===== src/rtl/seg_cmd_decoder.sv =====
// SPI command parser: decodes framed opcode/payload bytes into the 4-digit and colon display registers.
// Optional idle-byte frame timeout is enabled by defining SEG_CMD_TIMEOUT_EN.
module seg_cmd_decoder #(
  parameter int unsigned DIGIT_BASE     = 10,
  parameter logic [31:0] TIMEOUT_CYCLES = 32'd3_200_000
) (
  input  logic       clk,
  input  logic       rst,
  input  logic       rx_valid,
  input  logic [7:0] rx_byte,
  input  logic       cs_active,
  output logic [3:0] digit0,
  output logic [3:0] digit1,
  output logic [3:0] digit2,
  output logic [3:0] digit3,
  output logic [1:0] colon,
  output logic       busy,
  output logic       cmd_done,
  output logic       cmd_err
);

  typedef enum logic [1:0] {S_IDLE, S_PAYLOAD, S_DISCARD} state_t;

  localparam logic [7:0] OP_SET_DIGITS = 8'h01;
  localparam logic [7:0] OP_SET_COLON  = 8'h02;
  localparam logic [7:0] OP_INCREMENT  = 8'h03;
  localparam logic [7:0] OP_CLEAR      = 8'h04;
  localparam logic [3:0] TOP_DIGIT     = 4'(DIGIT_BASE - 1);

  state_t      state;
  logic        op_is_digits;
  logic [1:0]  remaining;
  logic [7:0]  shadow;
  logic [15:0] digits;
  logic        timeout_hit;

  assign digit0 = digits[3:0];
  assign digit1 = digits[7:4];
  assign digit2 = digits[11:8];
  assign digit3 = digits[15:12];

  function automatic logic [15:0] increment(input logic [15:0] d);
    logic [15:0] r;
    logic        carry;
    r     = d;
    carry = 1'b1;
    for (int unsigned i = 0; i < 4; i++) begin
      if (carry) begin
        if (d[i*4 +: 4] == TOP_DIGIT) begin
          r[i*4 +: 4] = '0;
        end else begin
          r[i*4 +: 4] = d[i*4 +: 4] + 4'd1;
          carry       = 1'b0;
        end
      end
    end
    return r;
  endfunction

  function automatic logic digits_valid(input logic [15:0] d);
    logic ok;
    ok = 1'b1;
    if (DIGIT_BASE == 10) begin
      for (int unsigned i = 0; i < 4; i++) begin
        if (d[i*4 +: 4] > 4'd9) ok = 1'b0;
      end
    end
    return ok;
  endfunction

`ifdef SEG_CMD_TIMEOUT_EN
  logic [31:0] idle_cnt;

  assign timeout_hit = busy && (idle_cnt == TIMEOUT_CYCLES);

  always_ff @(posedge clk or posedge rst) begin
    if (rst) begin
      idle_cnt <= '0;
    end else if (!cs_active || rx_valid || !busy || timeout_hit) begin
      idle_cnt <= '0;
    end else begin
      idle_cnt <= idle_cnt + 32'd1;
    end
  end
`else
  logic unused_timeout;
  assign timeout_hit    = 1'b0;
  assign unused_timeout = ^TIMEOUT_CYCLES;
`endif

  always_ff @(posedge clk or posedge rst) begin
    if (rst) begin
      state        <= S_IDLE;
      op_is_digits <= 1'b0;
      remaining    <= '0;
      shadow       <= '0;
      digits       <= '0;
      colon        <= '1;
      busy         <= 1'b0;
      cmd_done     <= 1'b0;
      cmd_err      <= 1'b0;
    end else begin
      cmd_done <= 1'b0;
      cmd_err  <= 1'b0;
      // Frame close outranks any byte strobe in the same cycle.
      if (!cs_active) begin
        cmd_err   <= (state == S_PAYLOAD);
        state     <= S_IDLE;
        busy      <= 1'b0;
        remaining <= '0;
        shadow    <= '0;
      end else if (rx_valid) begin
        case (state)
          S_IDLE: begin
            case (rx_byte)
              OP_SET_DIGITS: begin
                state        <= S_PAYLOAD;
                busy         <= 1'b1;
                op_is_digits <= 1'b1;
                remaining    <= 2'd2;
              end
              OP_SET_COLON: begin
                state        <= S_PAYLOAD;
                busy         <= 1'b1;
                op_is_digits <= 1'b0;
                remaining    <= 2'd1;
              end
              OP_INCREMENT: begin
                digits   <= increment(digits);
                cmd_done <= 1'b1;
              end
              OP_CLEAR: begin
                digits   <= '0;
                colon    <= '1;
                cmd_done <= 1'b1;
              end
              default: begin
                state   <= S_DISCARD;
                busy    <= 1'b1;
                cmd_err <= 1'b1;
              end
            endcase
          end
          S_PAYLOAD: begin
            if (remaining == 2'd2) begin
              shadow    <= rx_byte;
              remaining <= 2'd1;
            end else begin
              state     <= S_IDLE;
              busy      <= 1'b0;
              remaining <= '0;
              shadow    <= '0;
              if (!op_is_digits) begin
                colon    <= rx_byte[1:0];
                cmd_done <= 1'b1;
              end else if (digits_valid({shadow, rx_byte})) begin
                digits   <= {shadow, rx_byte};
                cmd_done <= 1'b1;
              end else begin
                cmd_err <= 1'b1;
              end
            end
          end
          default: begin
          end
        endcase
      end else if (timeout_hit) begin
        cmd_err   <= (state == S_PAYLOAD);
        state     <= S_IDLE;
        busy      <= 1'b0;
        remaining <= '0;
        shadow    <= '0;
      end
    end
  end

endmodule

===== config.mk =====
export PLATFORM = sky130hd
export DESIGN_NAME = seg_cmd_decoder
export DESIGN_NICKNAME = d
export VERILOG_FILES = /design/src/rtl/seg_cmd_decoder.sv
export SDC_FILE = /design/constraint.sdc
export NUM_CORES = 1
export LEC_CHECK = 0
export BUFFER_PORTS_ARGS = -buffer_cell sky130_fd_sc_hd__buf_2
export CORE_MARGIN = 5
export CORE_UTILIZATION = 31
export DETAILED_ROUTE_END_ITERATION = 12
export PLACE_DENSITY_LB_ADDON = 0.1
export SKIP_CTS_REPAIR_TIMING = 1
export SYNTH_ARGS = -nofsm -noshare
export SYNTH_HDL_FRONTEND = slang
export SYNTH_SLANG_ARGS = --single-unit

===== constraint.sdc =====
create_clock -name clk -period 2.5 [get_ports clk]
set_clock_uncertainty 0.1 [all_clocks]
set_input_delay 0.25 -clock clk [delete_from_list [all_inputs] [get_ports clk]]
set_output_delay 0.25 -clock clk [all_outputs]
set_load 0.03 [all_outputs]

After elaboration in Yosys (flattened, before gate mapping)
Index checks and enable logic that the tools add are counted.
{"block": "totals", "output_inout_bits": 21, "ff_bits": 34, "inputBits": 12, "word_cells": 136}
{"block": "classes", "n_mux": 76, "n_lt_le_gt_ge": 4, "eq_ne": 25, "add_sub_neg": 4, "reduce_logical": 15}
{"op": "one-hot mux 16 bit (2 select lines)", "n": 2}
{"op": "2-to-1 mux 16 bit", "n": 3}
{"op": "2-to-1 mux 1 bit", "n": 43}
{"op": "2-to-1 mux 8 bit", "n": 4}
{"op": "2-to-1 mux 4 bit", "n": 7}
{"op": "AND reduction 8 bit", "n": 3}
{"op": "one-hot mux 2 bit (2 select lines)", "n": 5}
{"op": "adder 4 x 1 -> 4 bit, second input constant", "n": 4}
{"op": "equality test 4 bit, second input constant", "n": 4}
{"op": "equality test 8 x 2 -> 1 bit, second input constant", "n": 2}
{"op": "greater-than comparator 4 bit, second input constant", "n": 4}
{"op": "2-to-1 mux 2 bit", "n": 8}
{"op": "inequality test 3 bit, second input constant", "n": 5}
{"op": "equality test 8 x 1 -> 1 bit, second input constant", "n": 1}
{"op": "equality test 8 x 3 -> 1 bit, second input constant", "n": 1}
{"op": "inequality test 2 bit, second input constant", "n": 4}
{"op": "one-hot mux 1 bit (2 select lines)", "n": 4}
{"op": "AND reduction 4 bit", "n": 2}
{"op": "AND reduction 7 bit", "n": 1}
{"op": "inequality test 2 x 1 -> 1 bit, second input constant", "n": 3}
{"op": "AND reduction 6 bit", "n": 1}
{"op": "inequality test 4 x 2 -> 1 bit, second input constant", "n": 1}
{"op": "nonzero test 2 bit", "n": 2}
{"op": "OR reduction 2 bit", "n": 2}
{"op": "other kinds (8)", "n": 8}

Longest topological paths before layout
Gate-level depths: netlist (run 1).
{"block": "logic_depth", "word_depth": 19, "depth_mapped": 7}

Worst setup path after synthesis (run 1)
OpenSTA, ideal clock, no wires.
{"block": "synth_timing", "path_type": "reg2reg", "startpoint": "register digits[1]", "endpoint": "register digits[13]", "arrival_ns": 1.938, "stages_incl_launch_ff": 6, "path_slack_ns": 0.337, "n_path_buf": 0, "required_ns": 2.275, "setup_time_ns": 0.125, "path_cell_list": "dfrtp_1 > nand4bb_1 > nor4_1 > a41oi_1 > nor3_4 > mux2_2"}
{"block": "synth_via", "elab_chain_cells": 18}
{"item": "from (decl)", "line": "34", "source": "logic [15:0] digits;"}
{"item": "from (signal assigned)", "line": "129", "source": "digits <= increment(digits);"}
{"item": "from (signal assigned)", "line": "157", "source": "digits <= {shadow, rx_byte};"}
{"item": "equality test 4 bit", "line": "49", "source": "if (d[i*4 +: 4] == TOP_DIGIT) begin"}
{"item": "2-to-1 mux 1 bit", "line": "49"}
{"item": "2-to-1 mux 1 bit", "line": "115", "source": "case (rx_byte)"}
{"item": "2-to-1 mux 1 bit", "line": "113", "source": "case (state)"}
{"item": "2-to-1 mux 1 bit", "line": "112", "source": "end else if (rx_valid) begin"}
{"item": "2-to-1 mux 1 bit", "line": "106", "source": "if (!cs_active) begin"}
{"item": "2-to-1 mux 1 bit", "line": "48", "source": "if (carry) begin"}
{"item": "2-to-1 mux 1 bit", "line": "115"}
{"item": "(+2 left out)"}
{"item": "2-to-1 mux 1 bit", "line": "106"}
{"item": "2-to-1 mux 1 bit", "line": "48"}
{"item": "2-to-1 mux 1 bit", "line": "115"}
{"item": "2-to-1 mux 1 bit", "line": "113"}
{"item": "2-to-1 mux 1 bit", "line": "112"}
{"item": "2-to-1 mux 1 bit", "line": "106"}
{"item": "inequality test 3 bit (no line)"}
{"item": "AND reduction 8 bit (no line)"}
No other way between the ends. The select of a mux whose other input is x is not followed.
A chain may end at the register's enable or synchronous reset.

Final worst setup path (run 1)
{"block": "layout_timing", "startpoint": "register digits[2]", "endpoint": "register digits[13]"}
Same word-level chain as after synthesis.

==> results of run 1 <==
## worst max-delay path: stages (launching register included)
cell,delay (ps)
dfrtp_1,450
nand4bb_1,230
nor4_1,420
a41oi_1,270
nor3_4,320
mux2_2,360
## registers in the layout, summed over array words and instances, names as in the netlist
name          flops
op_is_digits      1
busy              1
state             2
remaining         2
cmd_err           1
colon             2
cmd_done          1
digits           16
shadow            8
## cell usage in the layout, fill, tap and decap left out, drive strengths merged, types with 6 or more instances in the layout
cell / n
o21ai: 25
dfrtp: 32
mux2i: 10
nand2b: 6
a211oi: 6
nor2b: 8
nand2: 35
nor3: 14
o31ai: 6
a21oi: 10
mux2: 9
clkbuf: 7
inv: 11
nor2: 11
buf: 44
## where the power goes
part / internal [mW] / switching [mW]
Combinational: 0.398 / 0.604
Clock: 0.222 / 0.204
Sequential: 0.674 / 0.175
Total: 1.29 / 0.982
## stage by stage
stage               std cells  total power, mW  util (%)
global route              377             2.46      37.9
global placement          369             1.87      36.6
floorplan                 241             1.58         -
CTS                       377             2.31      37.9
detailed placement        369             1.87      36.6
finish                    377             2.28      37.9
## cells by family (layout without fill, tap and decap cells)
family,count (synthesis),after routing,share of synthesized area (%)
flip-flops,34,34,39.5
AND/OR/NAND/NOR,94,94,23.8
AO/OA/AOI/OAI,67,67,21.6
buffers and inverters,23,63,4.12
XOR/XNOR,4,4,1.62
multiplexers,19,19,9.33
## metal layers
metal / vias to the layer above / track usage, % / wire (um)
li1: 946 / - / -
met1: 881 / 19.3 / 2860
met2: 30 / 22.8 / 2650
met3: 7 / 2.98 / 197
met4: 0 / 4.03 / 53
met5: - / 0 / 0
## cell type report
class / instances / area [um2]
clock buffers: 7 / 86.3
clock inverters: 1 / 5.00
fillers: 722 / 4220
inverters: 11 / 41.3
multi-input cells: 184 / 1220
flip-flops and latches: 34 / 853
well taps: 96 / 120
repair buffers: 44 / 250
## path summary, 6_finish.rpt
check / end / slack, ps / from / depth (start not counted)
max: digits[13]$_DFFE_PP0P_ / 240 / digits[2]$_DFFE_PP0P_ / 5
min: digits[14]$_DFFE_PP0P_ / -50 / rst / 3
max reg2reg: digits[13]$_DFFE_PP0P_ / 240 / digits[2]$_DFFE_PP0P_ / 5
min reg2reg: colon[0]$_DFFE_PP1P_ / 370 / colon[0]$_DFFE_PP1P_ / 2
max in group asynchronous: colon[0]$_DFFE_PP1P_ / 1990 / rst / 3
min in group clk: shadow[4]$_DFFE_PP0P_ / 160 / rx_byte[4] / 3
==> results.md, run 1 <==
* Outcome: finished with violations
* Failing checks: negative hold slack
* DP Area at 0.00248 mm2
* Power per cell area at 884 mW/mm2
* # rows at 30
* HPWL Detailed at 4370 um
* # port buffers at 32
* Drc violations at 0
* Area Growth Syn to Fin at 19.3%
* Final hold vios at 32
* Syn nets at 253
* Setup tns final at 0 ps
* Critical path required time at 2580 ps
* Top cell type's share of synthesized area at 37.1%
* Max-Cap Viols at 0
* Mapped Cells at 241
* Crit Path Max Fanout at 7
* Post-Route WL at 5760 um
* Initial antenna violation count at 0
* DR iter-0 viols at 51
* FMAX at 443 MHz
* Core area at 0.00679 mm2
* HP Class: input port to async pin
* Initial core utilization at 31.8%
* Synth top area cells: dfrtp_1, nand2_1, o21ai_0, mux2_2, mux2i_1
* Yosys reg bits at 34
* Max H-tree Level at 2
* Vias at 1864
* Count leader, synth: nand2_1
* Critical path type: flop to flop
* Period utilization at 90.4%
* Ys Warns at 0
* Aggregate global routing overflow at 0
* Layout Nets at 292
* EDFF count, synth at 0
* Max IR drop VDD at 0.000199 V
* RSZ-0062 raised after global routing: no
* Slew headroom at 65.6%
* Mapped Area at 0.00216 mm2
* # IOs at 33
* First-pass GRT wire length at 9740 um
* Largest net degree at the start of global routing at 35
* CTS tree: yes
* Distinct cells, synth at 51
* Post-route ant nets at 0
* Worst Setup Slack, final at 241 ps
* Sequential area share after synthesis at 39.5%
* Vias in the first global route at 1850
* Dpl ws at 238 ps
* Avg Inst Size Synth at 8.96 um2
* Async SR Flop Fraction at 100%
* Worst-Margin Slew at 516 ps
* Crit end category: flop
* Clk_lat worst skew at 280 ps
* Die footprint at 0.00873 mm2
* Cell area after layout at 0.00257 mm2
* Clk sinks at 34
* Final setup violating endpoints at 0
* GPL Wtd Cong at 0.799
* Min Hold Slack at -51.3 ps
* Leak Pwr at 1.07 nW
* Critical path arrival at 2330 ps
* Cell taking the most area after synthesis: dfrtp_1
* Die Ht at 93.4 um
* Slew Viols, Final at 0
* Layout cells sized above 1 at 26.7%
* DRT Pass-1 Iters at 4
* WL/cell at 15.3 um
* Tmin final at 2260 ps
* Clock Path Buffers at 2
* Main synth FF type: dfrtp_1
* Clock buffer count from CTS at 5
* N_diodes at 0
* Vias per inst at 4.94
* CTS Root Cell: clkbuf_8
* Chip Width at 93.4 um
* Gr usage total at 14.2%
* Clock slew at reported path FFs at 70 ps
* Worst setup SP type: flop
* Commonest cells post-synth: nand2_1, dfrtp_1, o21ai_0, inv_1
(Power assumes the default switching activity.)
==> run 2: changes to the inputs <==
--- a/config.mk
+++ b/config.mk
@@ -9,7 +9,8 @@
 export CORE_MARGIN = 5
 export CORE_UTILIZATION = 31
 export DETAILED_ROUTE_END_ITERATION = 12
-export PLACE_DENSITY_LB_ADDON = 0.1
+export GPL_TIMING_DRIVEN = 0
+export PLACE_DENSITY = 0.47
 export SKIP_CTS_REPAIR_TIMING = 1
 export SYNTH_ARGS = -nofsm -noshare
 export SYNTH_HDL_FRONTEND = slang
==> results.md, run 2 (synthesized netlist as in run 1, its figures left out) <==
* Vias in the first global route at 1929
* Clock network power share at 19.1%
* Max IR drop VDD at 0.000226 V
* Clock Path Buffers at 2
* Largest register FFs at 16
* HP Class: input port to async pin
* Worst-Margin Slew at 753 ps
* Tmin final at 2340 ps
* Aggregate global routing overflow at 0
* Outcome: finished with violations
* Setup tns final at 0 ps
* Vias per inst at 5.05
* Biggest regs: digits x16, shadow x8
* Slew Viols, Final at 0
* # port buffers at 31
* Critical path required time at 2580 ps
* DR iter-0 viols at 107
* DP Area at 0.00243 mm2
* Power per cell area at 895 mW/mm2
* DRT Pass-1 Iters at 4
* Die Ht at 93.4 um
* Gr usage total at 14.7%
* # rows at 30
* Min Hold Slack at -12.4 ps
* Max stage delay cell, worst path: nor4_1
* Clk_lat worst skew at 290 ps
* Layout Nets at 291
* Most frequent cells in the layout: nand2_1, buf_2, dfrtp_1, o21ai_0
* Initial core utilization at 31.8%
* CTS tree: yes
* Final setup violating endpoints at 0
* Max H-tree Level at 2
* Period utilization at 93.5%
* Sw Ratio at 43.0%
* Area Growth Syn to Fin at 17.0%
* End-of-flow core utilization at 37.2%
* Crit path largest cell delay at 460 ps
* Clock slew at reported path FFs at 70 ps
* Vias at 1900
* Bufs and invs on worst path at 0
* Int Pwr at 1.29 mW
* Psw at 972 uW
* CP top delay family: simple AND/OR/NAND/NOR gates
* Commonest non-fill, non-tap cell in the layout: nand2_1
* Initial antenna violation count at 0
* Logic gate share of total power at 43.3%
* Total power at 2.26 mW
* N_diodes at 0
* WL/cell at 15.6 um
* Crit end category: flop
* RSZ-0062 raised after global routing: no
* Core area at 0.00679 mm2
* GPL Wtd Cong at 0.809
* Clock buffer count from CTS at 5
* Seq pwr share at 37.6%
* Worst setup SP type: flop
* FMAX at 428 MHz
* Post-Route WL at 5860 um
* # IOs at 33
* Leak Pwr at 1.02 nW
* Layout cells sized above 1 at 22.9%
* Clk sinks at 34
* Crit Path Max Fanout at 7
* Post-route ant nets at 0
* Max-Cap Viols at 0
* Final hold vios at 32
* Slew headroom at 49.7%
* CTS Root Cell: clkbuf_8
* Failing checks: negative hold slack
* Drc violations at 0
* First-pass GRT wire length at 10100 um
* Critical path arrival at 2420 ps
* Chip Width at 93.4 um
* Critical path type: flop to flop
* Top reg by flops: digits
* Critical-path cell list: nand4bb_1 -> nor4_1 -> a41oi_1 -> nor3_4 -> mux2_2
* Die footprint at 0.00873 mm2
* Cell area after layout at 0.00252 mm2
* Largest net degree at the start of global routing at 35
* HPWL Detailed at 4240 um
-- run 2: changes by cell type in the layout (fill, tap and decap cells not counted), sizes merged --
cell / previous run / this run
clkbuf: 7 / 17
buf: 44 / 33
-- run 2: layer usage --
layer | vias up | routed length, um | global-route usage, %
met5 | - | 0 | 0
met1 | 912 | 2910 | 20.5
li1 | 940 | - | -
met4 | 0 | 82 | 4.03
met2 | 41 | 2590 | 22.8
met3 | 7 | 281 | 3.38
-- run 2: worst paths after layout --
kind	slack [ps]	to	start	cells after the start
max	160	digits[13]$_DFFE_PP0P_	digits[1]$_DFFE_PP0P_	5
min	-10	digits[12]$_DFFE_PP0P_	rst	2
max reg2reg	160	digits[13]$_DFFE_PP0P_	digits[1]$_DFFE_PP0P_	5
min reg2reg	370	colon[1]$_DFFE_PP1P_	colon[1]$_DFFE_PP1P_	2
max in group asynchronous	1840	busy$_DFFE_PP0P_	rst	2
min in group clk	160	shadow[4]$_DFFE_PP0P_	rx_byte[4]	3
-- run 2: area by class of cell --
| type | instances | area, um2 |
|---|---|---|
| multi-input cells | 184 | 1220 |
| clock buffers | 7 | 86.3 |
| repair buffers | 31 | 155 |
| plain buffers | 12 | 47.5 |
| flip-flops and latches | 34 | 853 |
| inverters | 11 | 41.3 |
| fillers | 739 | 4270 |
| well taps | 96 | 120 |
| clock inverters | 1 | 5.00 |
-- run 2: power by group through the flow --
stage          sequential, mW  combinational, mW  clock (mW)
2_1_floorplan            1.07              0.510           0
3_3_place_gp            0.863              0.982           0
3_5_place_dp            0.861              0.982           0
4_1_cts                 0.852              0.989       0.450
5_1_grt                 0.884               1.08       0.475
6_report                0.850              0.978       0.433
-- run 2: per-stage QoR --
step                setup WS (ps)  cells
floorplan                     337    241
global placement             99.5    368
detailed placement            121    368
CTS                           140    376
global route                 20.3    376
finish                        162    376
